==> src/rtl/outputs_deskew_buffer_pkg.sv <==
// Shared definitions for the systolic edge buffers: state encoding,
// default geometry and the diagonal-to-row index helper.
package outputs_deskew_buffer_pkg;

   typedef enum logic [0:0] {
      COLLECT = 1'b0,
      DRAIN   = 1'b1
   } state_t;

   localparam int unsigned DEFAULT_MATRIX_SIZE = 2;
   localparam int unsigned NUM_BEATS           = 2 * DEFAULT_MATRIX_SIZE - 1;

   typedef struct packed {
      logic        in_range;
      logic [31:0] row;
   } skew_t;

   // Beats needed to carry a full n x n matrix across the anti-diagonals.
   function automatic int unsigned num_beats(input int unsigned n);
      return 2 * n - 1;
   endfunction

   // Row of the element a column lane carries on a given beat; lanes whose
   // row falls outside 0..n-1 carry nothing useful on that beat.
   function automatic skew_t skew_row(input int unsigned beat,
                                      input int unsigned col,
                                      input int unsigned n);
      skew_t s;
      int    r;
      r          = int'(beat) - int'(col);
      s.in_range = (r >= 0) && (r < int'(n));
      s.row      = s.in_range ? 32'(r) : '0;
      return s;
   endfunction

endpackage

==> src/rtl/outputs_deskew_buffer.sv <==
// Collects skewed result beats from the bottom row of the PE array,
// rebuilds the N x N matrix, then drains it row-major on a valid/ready stream.
module outputs_deskew_buffer
   import outputs_deskew_buffer_pkg::*;
#(
   parameter int unsigned MATRIX_SIZE = 2,
   parameter int unsigned DATA_WIDTH  = 16
) (
   input  logic                                    clk,
   input  logic                                    rst,
   input  logic                                    array_valid,
   input  logic [MATRIX_SIZE-1:0][DATA_WIDTH-1:0]  array_data,
   output logic                                    buffer_ready,
   output logic signed [DATA_WIDTH-1:0]            out_data,
   output logic                                    out_valid,
   input  logic                                    out_ready,
   output logic                                    out_last,
   output logic                                    busy
);

   localparam int unsigned BEATS = num_beats(MATRIX_SIZE);
   localparam int unsigned BW    = $clog2(2 * MATRIX_SIZE);
   localparam int unsigned RW    = (MATRIX_SIZE > 1) ? $clog2(MATRIX_SIZE) : 1;

   localparam logic [BW-1:0] LAST_BEAT = BW'(BEATS - 1);
   localparam logic [RW-1:0] LAST_IDX  = RW'(MATRIX_SIZE - 1);

   state_t          state;
   state_t          state_next;
   logic [BW-1:0]   beat;
   logic [RW-1:0]   row;
   logic [RW-1:0]   col;
   logic [DATA_WIDTH-1:0] mat [MATRIX_SIZE][MATRIX_SIZE];

   logic            lane_hit [MATRIX_SIZE];
   logic [RW-1:0]   lane_row [MATRIX_SIZE];

   logic            accept;
   logic            final_beat;
   logic            take;
   logic            at_last;

   assign accept     = (state == COLLECT) && array_valid;
   assign final_beat = accept && (beat == LAST_BEAT);
   assign take       = (state == DRAIN) && out_ready;
   assign at_last    = (row == LAST_IDX) && (col == LAST_IDX);

   // Map each column lane of the current beat to its destination row.
   always_comb begin
      skew_t s;
      s = '0;
      for (int unsigned c = 0; c < MATRIX_SIZE; c++) begin
         s           = skew_row(32'(beat), c, MATRIX_SIZE);
         lane_hit[c] = s.in_range;
         lane_row[c] = RW'(s.row);
      end
   end

   // State register.
   always_ff @(posedge clk) begin
      if (rst) state <= COLLECT;
      else     state <= state_next;
   end

   // Next-state: collect until the final diagonal, drain until the last handshake.
   always_comb begin
      state_next = state;
      case (state)
         COLLECT: if (final_beat)       state_next = DRAIN;
         DRAIN:   if (take && at_last)  state_next = COLLECT;
         default:                       state_next = COLLECT;
      endcase
   end

   // Beat counter, drain indices and matrix storage.
   always_ff @(posedge clk) begin
      if (rst) begin
         beat <= '0;
         row  <= '0;
         col  <= '0;
         for (int unsigned r = 0; r < MATRIX_SIZE; r++) begin
            for (int unsigned c = 0; c < MATRIX_SIZE; c++) begin
               mat[r][c] <= '0;
            end
         end
      end else begin
         if (accept) begin
            for (int unsigned c = 0; c < MATRIX_SIZE; c++) begin
               if (lane_hit[c]) mat[lane_row[c]][c] <= array_data[c];
            end
            beat <= final_beat ? '0 : beat + 1'b1;
         end
         if (take) begin
            if (col == LAST_IDX) begin
               col <= '0;
               row <= (row == LAST_IDX) ? '0 : row + 1'b1;
            end else begin
               col <= col + 1'b1;
            end
         end
      end
   end

   // Outputs: handshake flags from state, data from the storage mux.
   always_comb begin
      buffer_ready = (state == COLLECT);
      out_valid    = (state == DRAIN);
      out_last     = (state == DRAIN) && at_last;
      busy         = (state == DRAIN) || ((state == COLLECT) && (beat != '0));
      out_data     = (state == DRAIN) ? mat[row][col] : '0;
   end

endmodule

==> config.mk <==
export PLATFORM = sky130hd
export DESIGN_NAME = outputs_deskew_buffer
export DESIGN_NICKNAME = d
export VERILOG_FILES = /design/src/rtl/outputs_deskew_buffer_pkg.sv /design/src/rtl/outputs_deskew_buffer.sv
export SDC_FILE = /design/constraint.sdc
export NUM_CORES = 1
export LEC_CHECK = 0
export BUFFER_PORTS_ARGS = -buffer_cell sky130_fd_sc_hd__buf_2
export CAP_MARGIN = 20
export CORE_UTILIZATION = 55
export DETAILED_ROUTE_END_ITERATION = 6
export GPL_TIMING_DRIVEN = 1
export PLACE_DENSITY = 0.9
export RECOVER_POWER = 25
export SLEW_MARGIN = 20
export SYNTH_ARGS = -nofsm -noshare
export SYNTH_HDL_FRONTEND = slang
export SYNTH_SLANG_ARGS = --single-unit
==> constraint.sdc <==
create_clock -name clk -period 3.76 [get_ports clk]
set_input_delay 0.752 -clock clk [delete_from_list [all_inputs] [get_ports clk]]
set_output_delay 0.752 -clock clk [all_outputs]
set_load 0.05 [all_outputs]
==> summary.md, run 1 <==
| Metric | Value |
|---|---|
| Worst path top cell family by delay | `flip-flops` |
| Skew-Pair Late Insertion Delay | `0.35 ns` |
| Peak per-stage delay on the critical path | `0.96 ns` |
| Peak VDD IR | `between 300 and 400 µV` |
| Layout cells sized above 1 | `0.266` |
| Synth area leaders | `edfxtp_1 (60%), and2_1 (12%), mux2i_1 (10%)` |
| Crit path capture type | `primary output` |
| CTS tree | `done` |
| DPL Wire Length | `4.32 mm` |
| Syn. warnings | `0` |
| Most frequent cells in the layout | `edfxtp_1 (64), buf_2 (55), and2_1 (47)` |
| Vias | `1988` |
| Initial antenna violation count | `0` |
| FP Rows | `27` |
| Initial drt markers | `122` |
| Final slew viol count | `0` |
| Critical Path RT | `about 3 ns` |
| Die Y | `78.4 µm` |
| Crit path max-delay cell type | `dfxtp_2` |
| Area leader, netlist | `edfxtp_1` |
| Fin nets | `324` |
| RSZ-0062 raised after global routing | `false` |
| RR Endpoint | `mat[1][16]$_SDFFCE_PN0P_` |
| Antenna Nets Post-Route | `0` |
| Synth top area share | `0.599` |
| Worst Hold Path Cells | `2` |
| Wl on met1 | `2.50 mm` |
| CTS resizes | `0` |
| Post CTS Setup Buffer Count | `0` |
| First-pass GRT wire length | `~9.7 mm` |
| Metal3 WL | `455 µm` |
| Reg2reg start | `beat[1]$_SDFFE_PP0N_` |
| Yosys cell types | `24` |
| Worst r2r path cells | `4` |
| Largest net degree at the start of global routing | `33` |
| DR pass1 iterations | `5` |
| Setup Crit Path Kind | `flip-flop to primary output` |
| Vias in the first global route | `1998` |
| Setup TNS | `0 ns` |
| Syn_nets | `270` |
| Most common cell after layout, fill and taps aside | `edfxtp_1` |
| Worst-path clk slew | `around 0.07 ns` |
| CORE AREA | `about 5600 µm²` |
| H-tree Lvls | `3` |
| Longest Clk Path Bufs | `2` |
| Met2 WL | `2.97 mm` |
| Die X | `a little under 80 µm` |
| DR DRC count | `0` |
| # setup viols final | `0` |
| Buf/Inv on CP | `1` |
| Die ar. | `between 6000 and 7000 µm²` |
| Syn-to-layout area delta | `16.0%` |
| Min-Delay Endpoint | `row$_SDFFE_PP0P_` |
| Routability cong. | `0.815` |
| Initial core utilization | `0.576` |
| Hold path start | `row$_SDFFE_PP0P_` |
| Synth Cell Area | `3210 µm²` |
| Outcome | `finished clean` |
| P per Cell Area | `459 nW/µm²` |
| Register bit total from synthesis | `70` |
| Post-synthesis sequential area ratio | `0.636` |
| Io pins | `56` |
| Final wirelength | `6.17 mm` |
| TritonCTS buffer count | `9` |
| Synthesized area per cell | `13.9 µm²` |
| Tcrit/Tclk final | `0.763` |
| Pleak | `1.39 nW` |
| Port Buf Inserts | `between 50 and 60` |
| Crit-path max FO | `32` |
| Uppermost layer routed | `met4` |
| Sink Count | `70` |
| Final Skew | `0.00974 ns` |
| Cell count after synthesis | `231` |
| Final Hold Fails | `0` |
| Overall Global Routing Usage | `0.224` |
| # diodes | `0` |
| Max frequency | `0.349 GHz` |
| Max-Cap Viols | `0` |
| Cell chain of the critical path | `mux2i_1, o22ai_1, buf_2` |
| Hold crit path type | `flip-flop to flip-flop` |
| Worst-Margin Slew | `1.18 ns` |
| Worst hold-check slack | `0.546 ns` |
| Critical path startpoint category | `flip-flop` |
| Hold buffer count at cts | `0` |
| Arrival time at the worst endpoint | `approximately 2.1 ns` |
| Design area | `3720 µm²` |
| Final core occ | `0.668` |
| Per-cell routed wire length | `roughly 17 µm` |
| Grt ovf | `0` |
| Fillcell total | `between 400 and 500` |
| Final period demand of the worst path | `~2.9 ns` |
| Placed cell areas | `roughly 3500 µm²` |
| Via density | `5.49` |
| Reg-to-reg slack, setup | `1.05 ns` |
| Max_slew headroom | `0.211` |
| Root Driver | `clkbuf_8` |
## tightest hold or removal path, stage by stage, from the launching register on
cell     delay (ns)
dfxtp_1        0.34
xor2_1         0.09
nor2_1         0.08
## power by group
part | internal (mW) | switching, mW | total (mW)
Clock | 0.375 | 0.288 | 0.663
Combinational | 0.0473 | 0.0826 | 0.130
Sequential | 0.899 | 0.0168 | 0.916
Total | 1.32 | 0.388 | 1.71
## synthesized netlist by cell type
cell / count
nand3_1: 1
nor4b_4: 2
nor4_4: 1
and2_1: 64
dfxtp_1: 6
nand2b_1: 1
ha_1: 3
buf_6: 2
inv_1: 3
buf_2: 5
edfxtp_1: 64
and4b_1: 1
nand2b_4: 1
xor2_1: 2
a21oi_1: 2
nor2_1: 7
clkbuf_1: 5
nand3b_1: 1
nor3_1: 1
or2_1: 4
nand2_1: 5
nor2b_2: 1
mux2i_1: 33
o22ai_1: 16
## metal layers
layer | global-route usage | up-vias
li1 | - | 938
met1 | 0.273 | 934
met2 | 0.363 | 95
met3 | 0.0477 | 21
met4 | 0.139 | 0
met5 | 0 | -
## cell families (layout without fill, tap and decap cells)
family,Yosys count,in the layout,synth area share
xor+xnor,2,2,0.00546
flops,70,70,0.636
compound gates,18,18,0.0343
mux,33,33,0.103
fa+ha+maj,3,3,0.0117
buf+inv,15,74,0.0242
simple gates,90,90,0.186
## state kept, by name (all words and copies together), names as in the netlist, named ones only
register	flops
mat	64
beat	2
col	1
out_valid	1
row	1
## layout make-up
class | count | area [µm²] | area share
Clock inverter | 7 | 97.6 | 0.0262
Inverter | 3 | 11.3 | 0.00302
Sequential cell | 70 | 2040 | 0.549
Multi-Input combinational cell | 146 | 1080 | 0.291
Timing Repair Buffer | 55 | 275 | 0.0739
Tap cell | 72 | 90.1 | 0.0242
Clock buffer | 9 | 124 | 0.0333
## how the worst max path moves through the flow
stage	slack (ns)	to	depth (start not counted)
after CTS	0.86	out_data[5]	3
after detailed placement	1.06	mat[0][7]$_DFFE_PP_	3
final	0.89	out_data[5]	3
after global placement	1.17	mat[0][28]$_SDFFCE_PN0P_	3
after global routing	0.71	mat[1][20]$_SDFFCE_PN0P_	4
after floorplan	0.99	out_data[0]	3
## per-stage QoR
| step | setup WS, ns | std cells | power (mW) |
|---|---|---|---|
| floorplan | 0.986 | 231 | 1.01 |
| global placement | 1.17 | 346 | 1.06 |
| detailed placement | 1.06 | 346 | 1.06 |
| CTS | 0.862 | 362 | 1.72 |
| global route | 0.706 | 362 | 1.76 |
| finish | 0.892 | 362 | 1.71 |
No activity file was read; power rests on OpenSTA's default activity.
==> inputs of run 2 (changes only) <==
==> constraint.sdc (replaced) <==
create_clock -name clk -period 2.9 [get_ports clk]
set_input_delay 0.58 -clock clk [delete_from_list [all_inputs] [get_ports clk]]
set_output_delay 0.58 -clock clk [all_outputs]
set_load 0.05 [all_outputs]
==> run 2 against run 1 <==
  * Die area is the same
  * Clock power grew 10%
  * Sequential power grew 30%
  * Largest power group unchanged
  * Critical path type unchanged
  * Clock skew shrank 0.0042 ns
  * Largest cell class unchanged
  * Critical path depth grew 1
  * Highest routed layer unchanged
==> summary.md, run 2 (same netlist as run 1, synthesis figures left out) <==
| Metric | Value |
|---|---|
| Dpl ws | `0.578 ns` |
| Peak VDD IR | `399 µV` |
| Final Hold Fails | `0` |
| Worst hold-check slack | `0.526 ns` |
| Die X | `between 70 and 80 µm` |
| Max-Cap Viols | `0` |
| DR pass1 iterations | `4` |
| Root Driver | `clkbuf_8` |
| Max reg flops | `64` |
| Crit-path max FO | `19` |
| Via density | `approximately 5.4` |
| Final wirelength | `between 6 and 7 mm` |
| Cell count after placement | `~350` |
| Most common cell after layout, fill and taps aside | `edfxtp_1` |
| Hold buffer count at cts | `0` |
| Vias | `1992` |
| P per Cell Area | `approximately 560 nW/µm²` |
| Fin nets | `330` |
| # diodes | `0` |
| Max frequency | `0.396 GHz` |
| Final period demand of the worst path | `2.52 ns` |
| FP Rows | `27` |
| H-tree Lvls | `3` |
| Final non-filler cell total | `roughly 370` |
| Pleak | `1.41 nW` |
| Per-cell routed wire length | `16.6 µm` |
| Most frequent cells in the layout | `edfxtp_1 (64), buf_2 (55), and2_1 (51)` |
| CTS resizes | `0` |
| Final Skew | `0.00556 ns` |
| DPL Wire Length | `4.23 mm` |
| DR DRC count | `0` |
| Critical Path RT | `~2.3 ns` |
| Sink Count | `70` |
| Die ar. | `roughly 6000 µm²` |
| CTS tree | `done` |
| Die Y | `between 70 and 80 µm` |
| Top Registers | `mat: 64 flops, beat: 2 flops` |
| Grt ovf | `0` |
| Worst-path clk slew | `0.07 ns` |
| Port Buf Inserts | `55` |
| TritonCTS buffer count | `9` |
| Skew-Pair Late Insertion Delay | `between 0.3 and 0.4 ns` |
| Syn-to-layout area delta | `15.3%` |
| Antenna Nets Post-Route | `0` |
| CORE AREA | `5570 µm²` |
| Setup Crit Path Kind | `flip-flop to primary output` |
| Arrival time at the worst endpoint | `between 1.5 and 2 ns` |
| # setup viols final | `0` |
| Outcome | `finished clean` |
| Final slew viol count | `0` |
| RSZ-0062 raised after global routing | `false` |
| Largest net degree at the start of global routing | `20` |
| Vias in the first global route | `roughly 1900` |
| Max_slew headroom | `0.534` |
| Hold crit path type | `input port to flip-flop` |
| Overall Global Routing Usage | `0.217` |
| First-pass GRT wire length | `9.43 mm` |
| Post CTS Setup Buffer Count | `0` |
| Initial core utilization | `0.576` |
| Placed cell areas | `about 3600 µm²` |
| Biggest register | `mat` |
| Crit path capture type | `primary output` |
| Initial drt markers | `126` |
| Design area | `3700 µm²` |
| Worst-Margin Slew | `0.699 ns` |
| Routability cong. | `0.790` |
| Critical path startpoint category | `flip-flop` |
| Post-route setup slack | `approximately 0.38 ns` |
| Layout cells sized above 1 | `0.260` |
| Tcrit/Tclk final | `0.870` |
| Longest Clk Path Bufs | `2` |
| Io pins | `56` |
| Initial antenna violation count | `0` |
| Setup TNS | `0 ns` |
[run 2: cell type report]
| cell class | count | area [µm²] |
|---|---|---|
| clock buffer | 10 | 128 |
| timing repair buffer | 61 | 317 |
| sequential | 70 | 2040 |
| clock inverter | 6 | 52.6 |
| fill | 394 | 1870 |
| tap | 72 | 90.1 |
| inverter | 3 | 11.3 |
| multi-input combinational | 146 | 1060 |
[run 2: layer usage]
| layer | vias up | GRT usage | routed length (µm) |
|---|---|---|---|
| met5 | - | 0 | 0 |
| met2 | 79 | 0.354 | 2910 |
| met4 | 0 | 0.104 | 125 |
| met1 | 952 | 0.275 | 2630 |
| met3 | 13 | 0.0512 | 440 |
| li1 | 948 | - | - |
[run 2: power breakdown]
group          switching, mW  internal [mW]
Combinational          0.106         0.0623
Sequential            0.0202           1.17
Clock                  0.342          0.387
[run 2: critical path: stages, from the launching register on]
cell,delay [ns]
dfxtp_2,0.69
buf_4,0.28
mux2i_1,0.28
o22ai_1,0.11
buf_2,0.24
[run 2: final timing paths]
check / startpoint / end / slack, ns / cells past startpoint
hold reg to reg: row$_SDFFE_PP0P_ / row$_SDFFE_PP0P_ / 0.55 / 2
hold / removal: array_data[16] / mat[0][0]$_DFFE_PP_ / 0.53 / 2
setup / recovery: flip-flop / out_data[9] / 0.38 / 4
setup reg to reg: beat[1]$_SDFFE_PP0N_ / mat[1][17]$_SDFFCE_PN0P_ / 0.46 / 5
[run 2: through the flow]
stage,power [mW],util
finish,2.08,0.664
global placement,1.37,0.638
CTS,2.10,0.670
global route,2.14,0.664
detailed placement,1.38,0.638
floorplan,1.31,-
